**src/rtl/lsq_mem_scheduler.sv**
```systemverilog
// Load/store scheduler between the MEM stage and a single-port data memory.
// Latency: load response exactly 1 cycle after acceptance (forwarded or memory path).
// Backpressure: st_ready/ld_ready drop when the store queue is full, during fence drain or reset.
//
// Ports:
//   clk, reset                    - clock; asynchronous active-high reset
//   st_valid/st_ready/st_addr/st_data - store request, posted into an in-order store queue
//   ld_valid/ld_ready/ld_addr     - load request, priority access to the memory port
//   ld_resp_valid/ld_resp_data    - load response, one cycle after acceptance
//   fence_req/fence_done          - level fence request; one-cycle done pulse once the queue is empty
//   mem_write/mem_read/mem_addr/mem_wdata/mem_rdata - single-port memory, registered 1-cycle read
//   sq_count                      - number of occupied store queue entries
// Optional build macro LSQ_STORE_AGE_EN: forces a store pop after the head has
// waited AGE_LIMIT cycles behind loads (the AGE_LIMIT-th cycle is the forced write).
module lsq_mem_scheduler #(
    parameter int SQ_DEPTH  = 4,
    parameter int AGE_LIMIT = 8
) (
    input  logic                      clk,
    input  logic                      reset,
    input  logic                      st_valid,
    output logic                      st_ready,
    input  logic [31:0]               st_addr,
    input  logic [31:0]               st_data,
    input  logic                      ld_valid,
    output logic                      ld_ready,
    input  logic [31:0]               ld_addr,
    output logic                      ld_resp_valid,
    output logic [31:0]               ld_resp_data,
    input  logic                      fence_req,
    output logic                      fence_done,
    output logic                      mem_write,
    output logic                      mem_read,
    output logic [31:0]               mem_addr,
    output logic [31:0]               mem_wdata,
    input  logic [31:0]               mem_rdata,
    output logic [$clog2(SQ_DEPTH):0] sq_count
);
    localparam int PW = $clog2(SQ_DEPTH);
    localparam int CW = PW + 1;

    typedef enum logic {RUN, DRAIN} state_t;

    state_t          state_q, state_d;
    logic [PW-1:0]   head_q, head_d, tail_q, tail_d;
    logic [CW-1:0]   count_q, count_d;
    logic [31:0]     sq_addr_q [SQ_DEPTH];
    logic [31:0]     sq_data_q [SQ_DEPTH];
    logic            resp_vld_q, resp_src_q;
    logic [31:0]     fwd_data_q;

    logic            not_full, run_open, age_force;
    logic            push, pop, ld_acc, ld_mem;
    logic            fwd_hit;
    logic [31:0]     fwd_data;
    logic [PW-1:0]   scan_idx;

    // Acceptance is closed while reset is held and from the very cycle a fence is raised.
    assign not_full = count_q < CW'(SQ_DEPTH);
    assign run_open = !reset && (state_q == RUN) && !fence_req;
    assign st_ready = run_open && not_full;
    assign ld_ready = run_open && not_full && !age_force;

    assign push   = st_valid && st_ready;
    assign ld_acc = ld_valid && ld_ready;
    assign ld_mem = ld_acc && !fwd_hit;
    // The port goes to a memory-path load first; otherwise the head store drains.
    assign pop    = (count_q != '0) && !ld_mem;

`ifdef LSQ_STORE_AGE_EN
    localparam int AW = $clog2(AGE_LIMIT) + 1;
    logic [AW-1:0] age_q;

    // age_q counts cycles the head already lost the port; the next blocked cycle would
    // be the AGE_LIMIT-th, so that one is taken by the store instead.
    assign age_force = (count_q != '0) && (age_q == AW'(AGE_LIMIT - 1));

    always_ff @(posedge clk or posedge reset) begin
        if (reset) begin
            age_q <= '0;
        end else if ((count_q == '0) || pop) begin
            age_q <= '0;
        end else begin
            age_q <= age_q + AW'(1);
        end
    end
`else
    assign age_force = 1'b0;
`endif

    // Scan queued entries oldest to youngest so the youngest match wins.
    // The store being enqueued this cycle is not yet in the array, so it stays invisible.
    always_comb begin
        fwd_hit  = 1'b0;
        fwd_data = '0;
        scan_idx = head_q;
        for (int i = 0; i < SQ_DEPTH; i++) begin
            scan_idx = head_q + PW'(i);
            if ((CW'(i) < count_q) && (sq_addr_q[scan_idx][9:2] == ld_addr[9:2])) begin
                fwd_hit  = 1'b1;
                fwd_data = sq_data_q[scan_idx];
            end
        end
    end

    always_comb begin
        mem_read  = ld_mem;
        mem_write = pop;
        mem_addr  = '0;
        mem_wdata = '0;
        if (ld_mem) begin
            mem_addr = ld_addr;
        end else if (pop) begin
            mem_addr  = sq_addr_q[head_q];
            mem_wdata = sq_data_q[head_q];
        end
    end

    always_comb begin
        head_d  = pop  ? head_q + PW'(1) : head_q;
        tail_d  = push ? tail_q + PW'(1) : tail_q;
        count_d = count_q;
        if (push && !pop) begin
            count_d = count_q + CW'(1);
        end else if (pop && !push) begin
            count_d = count_q - CW'(1);
        end
    end

    // Fence FSM: the RUN cycle that sees fence_req already behaves as drain,
    // so an empty queue completes the fence in that same cycle.
    always_comb begin
        state_d    = state_q;
        fence_done = 1'b0;
        case (state_q)
            RUN: begin
                if (fence_req && !reset) begin
                    if (count_q == '0) begin
                        fence_done = 1'b1;
                    end else begin
                        state_d = DRAIN;
                    end
                end
            end
            DRAIN: begin
                if (count_q == '0) begin
                    fence_done = !reset;
                    state_d    = RUN;
                end
            end
            default: state_d = RUN;
        endcase
    end

    always_ff @(posedge clk or posedge reset) begin
        if (reset) begin
            state_q    <= RUN;
            head_q     <= '0;
            tail_q     <= '0;
            count_q    <= '0;
            resp_vld_q <= 1'b0;
            resp_src_q <= 1'b0;
            fwd_data_q <= '0;
        end else begin
            state_q    <= state_d;
            head_q     <= head_d;
            tail_q     <= tail_d;
            count_q    <= count_d;
            resp_vld_q <= ld_acc;
            resp_src_q <= ld_mem;
            if (ld_acc && fwd_hit) begin
                fwd_data_q <= fwd_data;
            end
        end
    end

    // Queue payload needs no reset: entries are only read while counted as occupied.
    always_ff @(posedge clk) begin
        if (push) begin
            sq_addr_q[tail_q] <= st_addr;
            sq_data_q[tail_q] <= st_data;
        end
    end

    assign ld_resp_valid = resp_vld_q;
    assign ld_resp_data  = !resp_vld_q ? 32'h0 : (resp_src_q ? mem_rdata : fwd_data_q);
    assign sq_count      = count_q;

endmodule

```
**config.mk**
```make
export PLATFORM = sky130hd
export DESIGN_NAME = lsq_mem_scheduler
export DESIGN_NICKNAME = d
export VERILOG_FILES = /design/src/rtl/lsq_mem_scheduler.sv
export SDC_FILE = /design/constraint.sdc
export NUM_CORES = 1
export LEC_CHECK = 0
export BUFFER_PORTS_ARGS = -buffer_cell sky130_fd_sc_hd__clkbuf_2
export CORE_UTILIZATION = 45
export CTS_CLUSTER_DIAMETER = 100
export DETAILED_ROUTE_END_ITERATION = 6
export PLACE_DENSITY = 0.65
export SLEW_MARGIN = 15
export SYNTH_ARGS = -nofsm -noshare
export SYNTH_HDL_FRONTEND = slang
export SYNTH_SLANG_ARGS = --single-unit
```
**constraint.sdc**
```tcl
create_clock -name clk -period 3.8 [get_ports clk]
set_clock_uncertainty 0.05 [all_clocks]
set_input_delay 0.19 -clock clk [delete_from_list [all_inputs] [get_ports clk]]
set_output_delay 0.19 -clock clk [all_outputs]
set_load 0.005 [all_outputs]
```
==> results of run 1 <==
## flip-flops by register name, summed over array words and instances (netlist names)
name           count
sq_addr_q        128
sq_data_q        128
fwd_data_q        32
sq_count           3
head_q             2
tail_q             2
ld_resp_valid      1
resp_src_q         1
state_q            1
## worst paths after layout
| check | to | slack, ns | cells past startpoint |
|---|---|---|---|
| max reg2reg | fwd_data_q[22]$_DFFE_PP0P_ | 0.62 | 10 |
| min in group asynchronous | sq_count[2]$_DFFE_PP0P_ | 0.36 | 4 |
| min reg2reg | fwd_data_q[25]$_DFFE_PP0P_ | 0.47 | 1 |
| min | ld_resp_valid$_DFF_PP0_ | 0.10 | 3 |
| max in group asynchronous | head_q[0]$_DFFE_PP0N_ | 2.86 | 4 |
| max | mem_addr[26] | 0.19 | 10 |
## stage by stage
step	instance area [um2]	setup TNS [ns]	util, %	setup slack (ns)
4_1_cts	19600	0	55.1	0.0232
3_3_place_gp	17800	0	50.2	0.516
6_report	19700	0	55.5	0.193
3_5_place_dp	17800	0	50.2	0.464
5_1_grt	19700	-0.000367	55.5	-0.000367
2_1_floorplan	16200	0	-	0.583
## final cells by class
type | count | area share [%]
Clock buffer | 49 | 5.07
Clock inverter | 11 | 0.380
Inverter | 48 | 0.913
Multi-Input combinational cell | 836 | 34.5
Sequential cell | 298 | 44.3
Tap cell | 461 | 2.92
Timing Repair Buffer | 361 | 11.9
## critical path, delay by kind of cell (launching register included)
family | cells | cell delay [ns]
AOI/OAI and AO/OA | 4 | 0.95
buffers and inverters | 3 | 0.56
DFF | 1 | 0.58
muxes | 2 | 0.55
and+or+nand+nor | 1 | 0.19
## per-layer routing
layer | vias up | global-route usage [%] | wire length (um)
li1 | 5423 | - | -
met1 | 5715 | 31.5 | 18700
met2 | 491 | 37.6 | 20200
met3 | 60 | 4.02 | 3180
met4 | 2 | 6.90 | 867
met5 | - | 0 | 13
## power breakdown
part           leakage, nW  internal (W)  total, W  switching [W]
Combinational         4.58       0.00221   0.00527        0.00306
Sequential            2.82       0.00368   0.00383       0.000150
Clock                0.532       0.00189   0.00315        0.00125
Total                 7.94       0.00779    0.0123        0.00447
## cell families after synthesis
kind of cell | count (synthesis) | share of synthesized area [%]
adder cells (fa/ha/maj) | 9 | 0.693
multiplexers | 297 | 22.0
AO/OA/AOI/OAI | 157 | 7.57
flip-flops | 298 | 53.8
XOR/XNOR | 39 | 2.22
buffers and inverters | 152 | 4.46
AND/OR/NAND/NOR | 334 | 9.27
## cell usage after synthesis (34+ instances only)
library cell                 n
sky130_fd_sc_hd__clkbuf_1   48
sky130_fd_sc_hd__nor2b_1    34
sky130_fd_sc_hd__nor3_1     37
sky130_fd_sc_hd__mux2_2     42
sky130_fd_sc_hd__nand2_1   140
sky130_fd_sc_hd__mux4_2     35
sky130_fd_sc_hd__edfxtp_1  256
sky130_fd_sc_hd__a21oi_1    36
sky130_fd_sc_hd__nor2_1     71
sky130_fd_sc_hd__inv_1      45
sky130_fd_sc_hd__mux2i_1   198
sky130_fd_sc_hd__dfrtp_1    42
## timing repair
| item | CTS | global route |
|---|---|---|
| hold buffers | 66 | 0 |
| hold endpoints to repair | 299 | 0 |
| endpoints found under the setup margin | 45 | 56 |
| setup buffers | 2 | 17 |
| resized for setup | 0 | 2 |
| pin swaps | 0 | 1 |
==> results.rst, run 1 <==
.. list-table::
   :header-rows: 1

   * - Metric
     - Value
   * - Via count of the first global-routing pass
     - 11207
   * - Startpoint of the most critical setup path
     - head_q[1]$_DFFE_PP0N_
   * - Hold Path Origin
     - ld_valid
   * - Starting Density
     - 45.7%
   * - WS Path Type
     - reg2out
   * - Synth unique cells
     - 60
   * - Number of design rule violations left after detail routing
     - 0
   * - Maximum cell stage delay along the critical path
     - roughly 0.58 ns
   * - Final weighted congestion of routability-driven global placement
     - between 0.8 and 0.9
   * - Insertion delay of the later-clocked pin in the worst-skew pair
     - 0.51 ns
   * - Count of input and output buffers
     - 237
   * - Number of I/O pins
     - 238
   * - Core area
     - 35600 um2
   * - Ranking of synthesized cells by area
     - sky130_fd_sc_hd__edfxtp_1 47%, sky130_fd_sc_hd__mux2i_1 12%, sky130_fd_sc_hd__dfrtp_1 6.5%
   * - Number of antenna violations at the first check in global routing
     - 1
   * - Period Utilization, post-route
     - approximately 95%
   * - Transition time at the pin with the least slew margin
     - 1.23 ns
   * - Pleak
     - 7.94 nW
   * - Leading cell type in the layout, fill and taps excluded
     - sky130_fd_sc_hd__edfxtp_1
   * - Footprint of the multi-input gates
     - 6810 um2
   * - Crit-path slowest cell
     - sky130_fd_sc_hd__dfrtp_4
   * - Hold/Removal Path Class
     - in2reg
   * - Detailed Routing Iterations Pass 1
     - 5
   * - CP cell instances
     - buf_4 -> mux4_2 -> a211o_1 -> a221oi_2 -> o2111ai_2 -> o31a_1 -> nand4_4 -> buf_12 -> mux2i_1 -> clkbuf_2
   * - Largest voltage drop on the vdd net
     - 0.661 mV
   * - Run status
     - finished clean
   * - Standard-cell row count
     - around 70
   * - Overall power
     - approximately 0.012 W
   * - Remaining global-route overflow
     - 0
   * - Total instance count after detailed placement
     - 1919
   * - Area growth from synthesis to layout
     - 21.5%
   * - Area taken by flip-flops and latches
     - slightly below 9000 um2
   * - Final ANT Viol Nets
     - 0
   * - Total number of vias
     - about 12000
   * - CTS H-tree depth
     - 2
   * - Total Routing Usage GR
     - between 20 and 25%
   * - Avg WL per Cell
     - 20.8 um
   * - Post-detail-place hpwl
     - around 27000 um
   * - Worst rel slew slack
     - 18.1%
   * - Count of non-filler cells in the finished layout
     - 2064
   * - Fraction of registers with async set or reset after synthesis
     - 14.1%
   * - Worst EP arrival
     - approximately 3.4 ns
   * - Number of max-slew violations in the final report
     - 0
   * - Total of max-cap violations
     - 0
   * - Nature of the critical path startpoint
     - flip-flop
   * - Post-synth top area cell
     - sky130_fd_sc_hd__edfxtp_1
   * - Top-area cell type share of the netlist area
     - a little under half
   * - Share of final-layout standard cells stronger than drive strength 1
     - 29.6%
   * - Number of nets produced by synthesis
     - ~1400
   * - Cell count after synthesis
     - 1286
   * - Largest fanout on the critical path
     - 24
   * - Vertical die dimension
     - 192 um
   * - Netlist area before placement
     - 16200 um2
   * - Power density of the placed cells
     - 621 nW/um2
   * - Routed vias/inst
     - about 5.7
   * - Total length of routed wires
     - between 40000 and 50000 um
   * - Count of final setup violators
     - 0
   * - Most used DFF post-synth
     - sky130_fd_sc_hd__edfxtp_1
   * - Post-route worst hold slack
     - 0.102 ns
   * - Final hold violation count
     - 0
   * - Share of the yosys chip area belonging to registers
     - 53.8%
   * - Chip width
     - 192 um
   * - Nets
     - 1721
   * - Clock transition time at the flip-flop clock pins of the worst setup and hold paths
     - 0.06 ns
   * - Syn avg cell area
     - 12.6 um2
   * - Number of inserted diodes
     - 0
   * - Fillcell total
     - around 3000
   * - Pin count of the biggest net entering global routing
     - 123
   * - TritonCTS Buffers
     - 34
   * - Worst r2r src
     - head_q[0]$_DFFE_PP0N_
   * - CTS tree
     - done
   * - Commonest cells after routing, fill and taps aside
     - 256 x sky130_fd_sc_hd__edfxtp_1, 237 x sky130_fd_sc_hd__clkbuf_2, 198 x sky130_fd_sc_hd__mux2i_1
   * - DR iter-0 viols
     - approximately 840
   * - Worst path required time
     - 3.56 ns
   * - Area of the die
     - 36900 um2
   * - Maximum buffer depth of the clock tree
     - 3
   * - Setup crit end kind
     - primary output
   * - Warnings from Yosys
     - 0
   * - Count of flip-flops with a built-in enable after synthesis
     - ~260
   * - Flops & latches, synth
     - 298
   * - Achievable clock frequency
     - 277 MHz
   * - Master cell of the clock root buffer
     - sky130_fd_sc_hd__clkbuf_16
   * - Wire length of the first global-routing pass
     - 64400 um
   * - Number of sinks handled by clock tree synthesis
     - 298
   * - Post-route minimum period
     - about 3.6 ns
Note: power is estimated with default switching activity, not from simulation.
==> run 2, diff against run 1 <==
- CELL_PAD_IN_SITES_DETAIL_PLACEMENT: unset -> 0
- CELL_PAD_IN_SITES_GLOBAL_PLACEMENT: unset -> 2
- CORE_UTILIZATION: 45 -> 39
- CTS_CLUSTER_SIZE: unset -> 28
- PLACE_DENSITY: 0.65 -> 0.8
==> run 2 against run 1 <==
Compared with the run above: die area up 15%; non-clock buffer count shrank 6; critical path depth up 2; sequential power shrank 1%; flip-flop and latch count stayed put; design area down 1.4%.
==> results.rst, run 2 (same netlist as run 1, synthesis figures left out) <==
.. list-table::
   :header-rows: 1

   * - Metric
     - Value
   * - Smallest setup slack after layout
     - 0.131 ns (was 0.193 ns)
   * - Detailed Routing Iterations Pass 1
     - 6 (was 5)
   * - Worst r2r src
     - head_q[0]$_DFFE_PP0N_ (unchanged)
   * - Area growth from synthesis to layout
     - 19.8% (was 21.5%)
   * - Setup repair after global routing missed its margin
     - no
   * - Startpoint of the most critical setup path
     - head_q[1]$_DFFE_PP0N_ (unchanged)
   * - Number of max-slew violations in the final report
     - 0 (unchanged)
   * - Leading cell type in the layout, fill and taps excluded
     - sky130_fd_sc_hd__edfxtp_1 (unchanged)
   * - WS Path Type
     - reg2out (unchanged)
   * - Hold/Removal Path Class
     - in2reg (unchanged)
   * - Register-to-register setup slack
     - 0.48 ns (was 0.62 ns)
   * - Maximum buffer depth of the clock tree
     - 3 (unchanged)
   * - Largest fanout on the critical path
     - 14 (was 24)
   * - Core area
     - 40900 um2 (was 35600 um2)
   * - Worst path required time
     - 3.56 ns (about the same)
   * - Number of I/O pins
     - 238 (unchanged)
   * - Total instance count after detailed placement
     - 1986 (was 1919)
   * - Setup total negative slack
     - 0 ns (unchanged)
   * - Setup crit end kind
     - primary output (unchanged)
   * - Achievable clock frequency
     - 273 MHz (was 277 MHz)
   * - Clock transition time at the flip-flop clock pins of the worst setup and hold paths
     - 0.10 ns (was 0.06 ns)
   * - Final ANT Viol Nets
     - 0 (unchanged)
   * - Nature of the critical path startpoint
     - flip-flop (unchanged)
   * - Overall power
     - 0.0112 W (was 0.0123 W)
   * - Vertical die dimension
     - 206 um (was 192 um)
   * - Chip width
     - 206 um (was 192 um)
   * - Final weighted congestion of routability-driven global placement
     - 0.782 (was 0.825)
   * - Number of sinks handled by clock tree synthesis
     - 298 (unchanged)
   * - Worst setup path endpoint
     - mem_addr[28] (was mem_addr[26])
   * - Run status
     - finished clean (unchanged)
   * - Worst rel slew slack
     - 22.1% (was 18.1%)
   * - Depth of the worst register-to-register path
     - 15 (was 10)
   * - Area of the die
     - 42500 um2 (was 36900 um2)
   * - Remaining global-route overflow
     - 0 (unchanged)
   * - Avg WL per Cell
     - 21.3 um (was 20.8 um)
   * - Largest voltage drop on the vdd net
     - 0.484 mV (was 0.661 mV)
   * - Instance area at placement
     - 18000 um2 (was 17800 um2)
   * - Fillcell total
     - 3723 (was 2932)
   * - Pleak
     - 7.71 nW (was 7.94 nW)
   * - Commonest cells after routing, fill and taps aside
     - 256 x sky130_fd_sc_hd__edfxtp_1, 237 x sky130_fd_sc_hd__clkbuf_2, 197 x sky130_fd_sc_hd__mux2i_1 (was 256 x sky130_fd_sc_hd__edfxtp_1, 237 x sky130_fd_sc_hd__clkbuf_2, 198 x sky130_fd_sc_hd__mux2i_1)
   * - Wire length of the first global-routing pass
     - 67200 um (was 64400 um)
   * - Post-route minimum period
     - 3.67 ns (was 3.61 ns)
   * - Pre-CTS worst setup slack
     - 0.192 ns (was 0.464 ns)
   * - Total of max-cap violations
     - 0 (unchanged)
   * - Via count of the first global-routing pass
     - 11256 (was 11207)
   * - Biggest regs
     - sq_addr_q x128, sq_data_q x128, fwd_data_q x32 (unchanged)
   * - Number of antenna violations at the first check in global routing
     - 1 (unchanged)
   * - Pin count of the biggest net entering global routing
     - 117 (was 123)
   * - Starting Density
     - 39.7% (was 45.7%)
   * - Nets
     - 1696 (was 1721)
   * - Standard-cell row count
     - 74 (was 69)
   * - Final hold violation count
     - 0 (unchanged)
   * - DR iter-0 viols
     - 580 (was 843)
   * - Number of design rule violations left after detail routing
     - 0 (unchanged)
   * - Total Routing Usage GR
     - 20.9% (was 23.1%)
   * - Post-detail-place hpwl
     - 27500 um (was 27400 um)
   * - Count of input and output buffers
     - 237 (unchanged)
   * - TritonCTS Buffers
     - 15 (was 34)
   * - Total number of vias
     - 11377 (was 11691)
   * - Period Utilization, post-route
     - 96.5% (was 94.9%)
   * - Count of non-filler cells in the finished layout
     - 2096 (was 2064)
   * - Routed vias/inst
     - 5.43 (was 5.66)
   * - CTS tree
     - done (unchanged)
   * - CTS H-tree depth
     - 1 (was 2)
   * - Master cell of the clock root buffer
     - sky130_fd_sc_hd__clkbuf_16 (unchanged)
   * - Count of final setup violators
     - 0 (unchanged)
   * - Worst EP arrival
     - 3.43 ns (was 3.37 ns)
   * - Post-route cell area
     - 19500 um2 (was 19700 um2)
   * - Worst R2R End
     - sq_count[2]$_DFFE_PP0P_ (was fwd_data_q[22]$_DFFE_PP0P_)
   * - Power density of the placed cells
     - 576 nW/um2 (was 621 nW/um2)
   * - Transition time at the pin with the least slew margin
     - 1.17 ns (was 1.23 ns)
   * - Insertion delay of the later-clocked pin in the worst-skew pair
     - 0.52 ns (was 0.51 ns)
   * - Share of final-layout standard cells stronger than drive strength 1
     - 29.1% (was 29.6%)
   * - Total length of routed wires
     - 44500 um (was 43000 um)
-- run 2: worst max-delay path, cell delays in order (launching register included) --
cell and delay (ns):
sky130_fd_sc_hd__dfrtp_4 0.51, sky130_fd_sc_hd__buf_12 0.17, sky130_fd_sc_hd__buf_4 0.16, sky130_fd_sc_hd__mux2i_1 0.18, sky130_fd_sc_hd__xnor2_1 0.14, sky130_fd_sc_hd__nand4b_1 0.12
sky130_fd_sc_hd__or4_4 0.60, sky130_fd_sc_hd__a21o_2 0.24, sky130_fd_sc_hd__nand4_4 0.17, sky130_fd_sc_hd__buf_12 0.14, sky130_fd_sc_hd__buf_12 0.15, sky130_fd_sc_hd__mux2i_1 0.20
sky130_fd_sc_hd__clkbuf_2 0.13
-- run 2: layer usage --
layer / wire [um] / part of all wire (%) / vias to the layer above / track usage (%)
met3: 1690 / 3.8 / 35 / 1.96
met2: 22700 / 51 / 276 / 37.2
met4: 527 / 1.2 / 0 / 3.81
met1: 19700 / 44 / 5694 / 27.9
li1: - / - / 5372 / -
met5: 0 / 0 / - / 0
-- run 2: worst min path at each step --
stage	start	to	slack (ns)	cells past startpoint
after floorplan	st_addr[0]	sq_addr_q[0][0]$_DFFE_PP_	0.24	0
after global placement	st_addr[28]	sq_addr_q[2][28]$_DFFE_PP_	0.35	1
after detailed placement	st_addr[22]	sq_addr_q[1][22]$_DFFE_PP_	0.36	1
after CTS	ld_valid	ld_resp_valid$_DFF_PP0_	0.10	3
after global routing	ld_valid	ld_resp_valid$_DFF_PP0_	0.12	3
final	ld_valid	ld_resp_valid$_DFF_PP0_	0.12	3
-- run 2: stage by stage --
stage / hold WS (ns) / utilization (%)
final: 0.120 / 47.6
after global routing: 0.124 / 47.6
after CTS: 0.102 / 47.3
after detailed placement: 0.360 / 44.0
after global placement: 0.355 / 44.0
after floorplan: 0.239 / -
-- run 2: cell type report --
cell class | instances | area (um2) | area share (%)
antenna | 1 | 2.50 | 0.0129
clock buffer | 20 | 424 | 2.18
clock inverter | 6 | 96.3 | 0.495
inverter | 48 | 183 | 0.938
multi-input combinational | 836 | 6910 | 35.5
sequential | 298 | 8750 | 44.9
tap | 532 | 666 | 3.42
timing repair buffer | 355 | 2440 | 12.6
-- run 2: timing repair --
item	in CTS	in global routing
hold buffers	66	0
pin swaps	2	5
gates resized for setup	5	14
endpoints found under the hold margin	299	0
setup buffers	13	3
setup endpoints to repair	66	53
gates cloned	1	0
-- run 2: power breakdown --
group	total (W)	switching, W	internal, W
clock	0.00198	0.00104	0.000949
sequential	0.00379	0.000118	0.00368
combinational	0.00544	0.00317	0.00227
total	0.0112	0.00432	0.00690
==> run 3, diff against run 2 <==
- RECOVER_POWER: unset -> 25
==> run 3 against run 2 <==
Compared with the run above: via count shrank 0.22%; critical path type unchanged; flip-flop and latch count is the same; worst hold slack gained 0.0020 ns; largest cell class unchanged; critical path depth is the same.
==> results.rst, run 3 (same netlist as run 1, synthesis figures left out) <==
.. list-table::
   :header-rows: 1

   * - Metric
     - Value
   * - Total length of routed wires
     - 44600 um (was 44500 um)
   * - Met1 Wirelength
     - 19600 um (was 19700 um)
   * - Net switching power
     - 0.00434 W (was 0.00432 W)
   * - Core area
     - 40900 um2 (unchanged)
   * - Achievable clock frequency
     - 272 MHz (was 273 MHz)
   * - Worst r2r src
     - head_q[0]$_DFFE_PP0N_ (unchanged)
   * - Count of input and output buffers
     - 237 (unchanged)
   * - Routed vias/inst
     - 5.42 (was 5.43)
   * - Insertion delay of the later-clocked pin in the worst-skew pair
     - 0.52 ns (about the same)
   * - Internal Power
     - 0.00689 W (was 0.00690 W)
   * - Pin count of the biggest net entering global routing
     - 117 (unchanged)
   * - Largest fanout on the critical path
     - 14 (unchanged)
   * - Vertical die dimension
     - 206 um (unchanged)
   * - Starting Density
     - 39.7% (unchanged)
   * - WS Path Type
     - reg2out (unchanged)
   * - Largest voltage drop on the vdd net
     - 0.483 mV (was 0.484 mV)
   * - Switching Fraction
     - 38.6% (was 38.5%)
   * - Power density of the placed cells
     - 578 nW/um2 (was 576 nW/um2)
   * - Final hold violation count
     - 0 (unchanged)
   * - Pleak
     - 7.58 nW (was 7.71 nW)
   * - Area of the die
     - 42500 um2 (unchanged)
   * - Post-detail-place hpwl
     - 27500 um (unchanged)
   * - Footprint of the multi-input gates
     - 6910 um2 (unchanged)
   * - Total Routing Usage GR
     - 20.9% (unchanged)
   * - Share of final-layout standard cells stronger than drive strength 1
     - 26.3% (was 29.1%)
   * - Nature of the critical path startpoint
     - flip-flop (unchanged)
   * - Worst rel slew slack
     - 22.7% (was 22.1%)
   * - Commonest cells after routing, fill and taps aside
     - 256 x sky130_fd_sc_hd__edfxtp_1, 197 x sky130_fd_sc_hd__mux2i_1, 193 x sky130_fd_sc_hd__clkbuf_2 (was 256 x sky130_fd_sc_hd__edfxtp_1, 237 x sky130_fd_sc_hd__clkbuf_2, 197 x sky130_fd_sc_hd__mux2i_1)
   * - Total of max-cap violations
     - 0 (unchanged)
   * - Number of sinks handled by clock tree synthesis
     - 298 (unchanged)
   * - Via count of the first global-routing pass
     - 11256 (unchanged)
   * - Area taken by flip-flops and latches
     - 8750 um2 (unchanged)
   * - TritonCTS Buffers
     - 15 (unchanged)
   * - Leading cell type in the layout, fill and taps excluded
     - sky130_fd_sc_hd__edfxtp_1 (unchanged)
   * - Worst EP arrival
     - 3.43 ns (about the same)
   * - Count of non-filler cells in the finished layout
     - 2096 (unchanged)
   * - Register-to-register setup slack
     - 0.49 ns (was 0.48 ns)
   * - Period Utilization, post-route
     - 96.6% (was 96.5%)
   * - Portion of total power attributed to sequential cells
     - 33.8% (about the same)
   * - Post-route minimum period
     - 3.67 ns (about the same)
   * - Fillcell total
     - 3741 (was 3723)
   * - Number of max-slew violations in the final report
     - 0 (unchanged)
   * - Core utilization of the finished layout
     - 47.4% (was 47.6%)
   * - Depth of the worst register-to-register path
     - 15 (unchanged)
   * - Setup total negative slack
     - 0 ns (unchanged)
   * - Number of I/O pins
     - 238 (unchanged)
   * - Total number of vias
     - 11352 (was 11377)
   * - Master cell of the clock root buffer
     - sky130_fd_sc_hd__clkbuf_16 (unchanged)
   * - Count of final setup violators
     - 0 (unchanged)
   * - Top routing layer used
     - met4 (unchanged)
   * - Total instance count after detailed placement
     - 1986 (unchanged)
   * - Setup repair after global routing missed its margin
     - no (unchanged)
   * - Chip width
     - 206 um (unchanged)
   * - Number of design rule violations left after detail routing
     - 0 (unchanged)
   * - Transition time at the pin with the least slew margin
     - 1.16 ns (was 1.17 ns)
   * - Hold/Removal Path Class
     - in2reg (unchanged)
   * - Setup crit end kind
     - primary output (unchanged)
   * - Nets
     - 1696 (unchanged)
   * - Wire length of the first global-routing pass
     - 67200 um (unchanged)
   * - Area growth from synthesis to layout
     - 19.5% (was 19.8%)
   * - Worst path required time
     - 3.56 ns (about the same)
   * - Remaining global-route overflow
     - 0 (unchanged)
   * - Met3 routed WL
     - 1890 um (was 1690 um)
   * - Worst R2R End
     - sq_count[2]$_DFFE_PP0P_ (unchanged)
   * - DR iter-0 viols
     - 603 (was 580)
   * - Detailed Routing Iterations Pass 1
     - 5 (was 6)
   * - Number of antenna violations at the first check in global routing
     - 1 (unchanged)
   * - Avg WL per Cell
     - 21.3 um (about the same)
   * - Run status
     - finished clean (unchanged)
   * - Startpoint of the most critical setup path
     - head_q[1]$_DFFE_PP0N_ (unchanged)
   * - Clock transition time at the flip-flop clock pins of the worst setup and hold paths
     - 0.10 ns (about the same)
   * - Clock network power share
     - 17.8% (was 17.7%)
   * - Standard-cell row count
     - 74 (unchanged)
   * - CTS tree
     - done (unchanged)
   * - Worst setup path endpoint
     - mem_addr[31] (was mem_addr[28])
   * - Biggest regs
     - sq_addr_q x128, sq_data_q x128, fwd_data_q x32 (unchanged)
   * - Met2 wire length
     - 22500 um (was 22700 um)
   * - Final weighted congestion of routability-driven global placement
     - 0.782 (unchanged)
   * - Combinational group share of total power
     - 48.4% (was 48.5%)
   * - Overall power
     - 0.0112 W (about the same)
   * - Maximum buffer depth of the clock tree
     - 3 (unchanged)
   * - CTS H-tree depth
     - 1 (unchanged)
   * - Final ANT Viol Nets
     - 0 (unchanged)
[run 3: cell type report]
type                            count  area share, %
Sequential cell                   298           45.1
Multi-Input combinational cell    836           35.6
Timing Repair Buffer              355           12.3
Tap cell                          532           3.43
Clock buffer                       20           2.18
Inverter                           48          0.941
Clock inverter                      6          0.496
Antenna cell                        1         0.0129
[run 3: what timing repair did]
item,4_1_cts,5_1_grt
hold buffers,66,0
setup buffers,13,3
cloned,1,0
pin swaps,2,5
hold endpoints to repair,299,0
resized for setup,5,14
setup endpoints to repair,66,53
[run 3: how the worst min path moves through the flow]
stage           startpoint                         end  slack (ns)  cells after the start
2_1_floorplan   st_addr[0]   sq_addr_q[0][0]$_DFFE_PP_        0.24                      0
3_3_place_gp   st_addr[28]  sq_addr_q[2][28]$_DFFE_PP_        0.35                      1
4_1_cts           ld_valid     ld_resp_valid$_DFF_PP0_        0.10                      3
5_1_grt           ld_valid     ld_resp_valid$_DFF_PP0_        0.12                      3
3_5_place_dp   st_addr[22]  sq_addr_q[1][22]$_DFFE_PP_        0.36                      1
6_report          ld_valid     ld_resp_valid$_DFF_PP0_        0.12                      3
[run 3: layer usage]
layer | vias up | track usage [%]
met5 | - | 0
met1 | 5663 | 27.9
met4 | 0 | 3.81
met2 | 284 | 37.2
li1 | 5368 | -
met3 | 37 | 1.96
[run 3: power by group through the flow]
stage / logic, W / clock network [W] / registers, W
floorplan: 0.00360 / 0 / 0.00381
global route: 0.00590 / 0.00214 / 0.00381
finish: 0.00544 / 0.00199 / 0.00379
CTS: 0.00542 / 0.00204 / 0.00379
detailed placement: 0.00515 / 0 / 0.00394
global placement: 0.00514 / 0 / 0.00393
[run 3: per-stage QoR]
step	hold slack [ns]	worst slack, ns	cell area (um2)
final	0.122	0.130	19400
after detailed placement	0.360	0.192	18000
after CTS	0.102	0.00244	19300
after global routing	0.124	0.00147	19400
after global placement	0.355	0.233	18000
after floorplan	0.239	0.583	16200
[run 3: critical path: stages, from the launching register on]
cell,delay (ns)
sky130_fd_sc_hd__dfrtp_4,0.51
sky130_fd_sc_hd__buf_12,0.17
sky130_fd_sc_hd__buf_4,0.16
sky130_fd_sc_hd__mux2i_1,0.18
sky130_fd_sc_hd__xnor2_1,0.14
sky130_fd_sc_hd__nand4b_1,0.12
sky130_fd_sc_hd__or4_4,0.60
sky130_fd_sc_hd__a21o_2,0.24
sky130_fd_sc_hd__nand4_4,0.17
sky130_fd_sc_hd__buf_12,0.14
sky130_fd_sc_hd__buf_16,0.16
sky130_fd_sc_hd__mux2i_1,0.20
sky130_fd_sc_hd__clkbuf_2,0.13
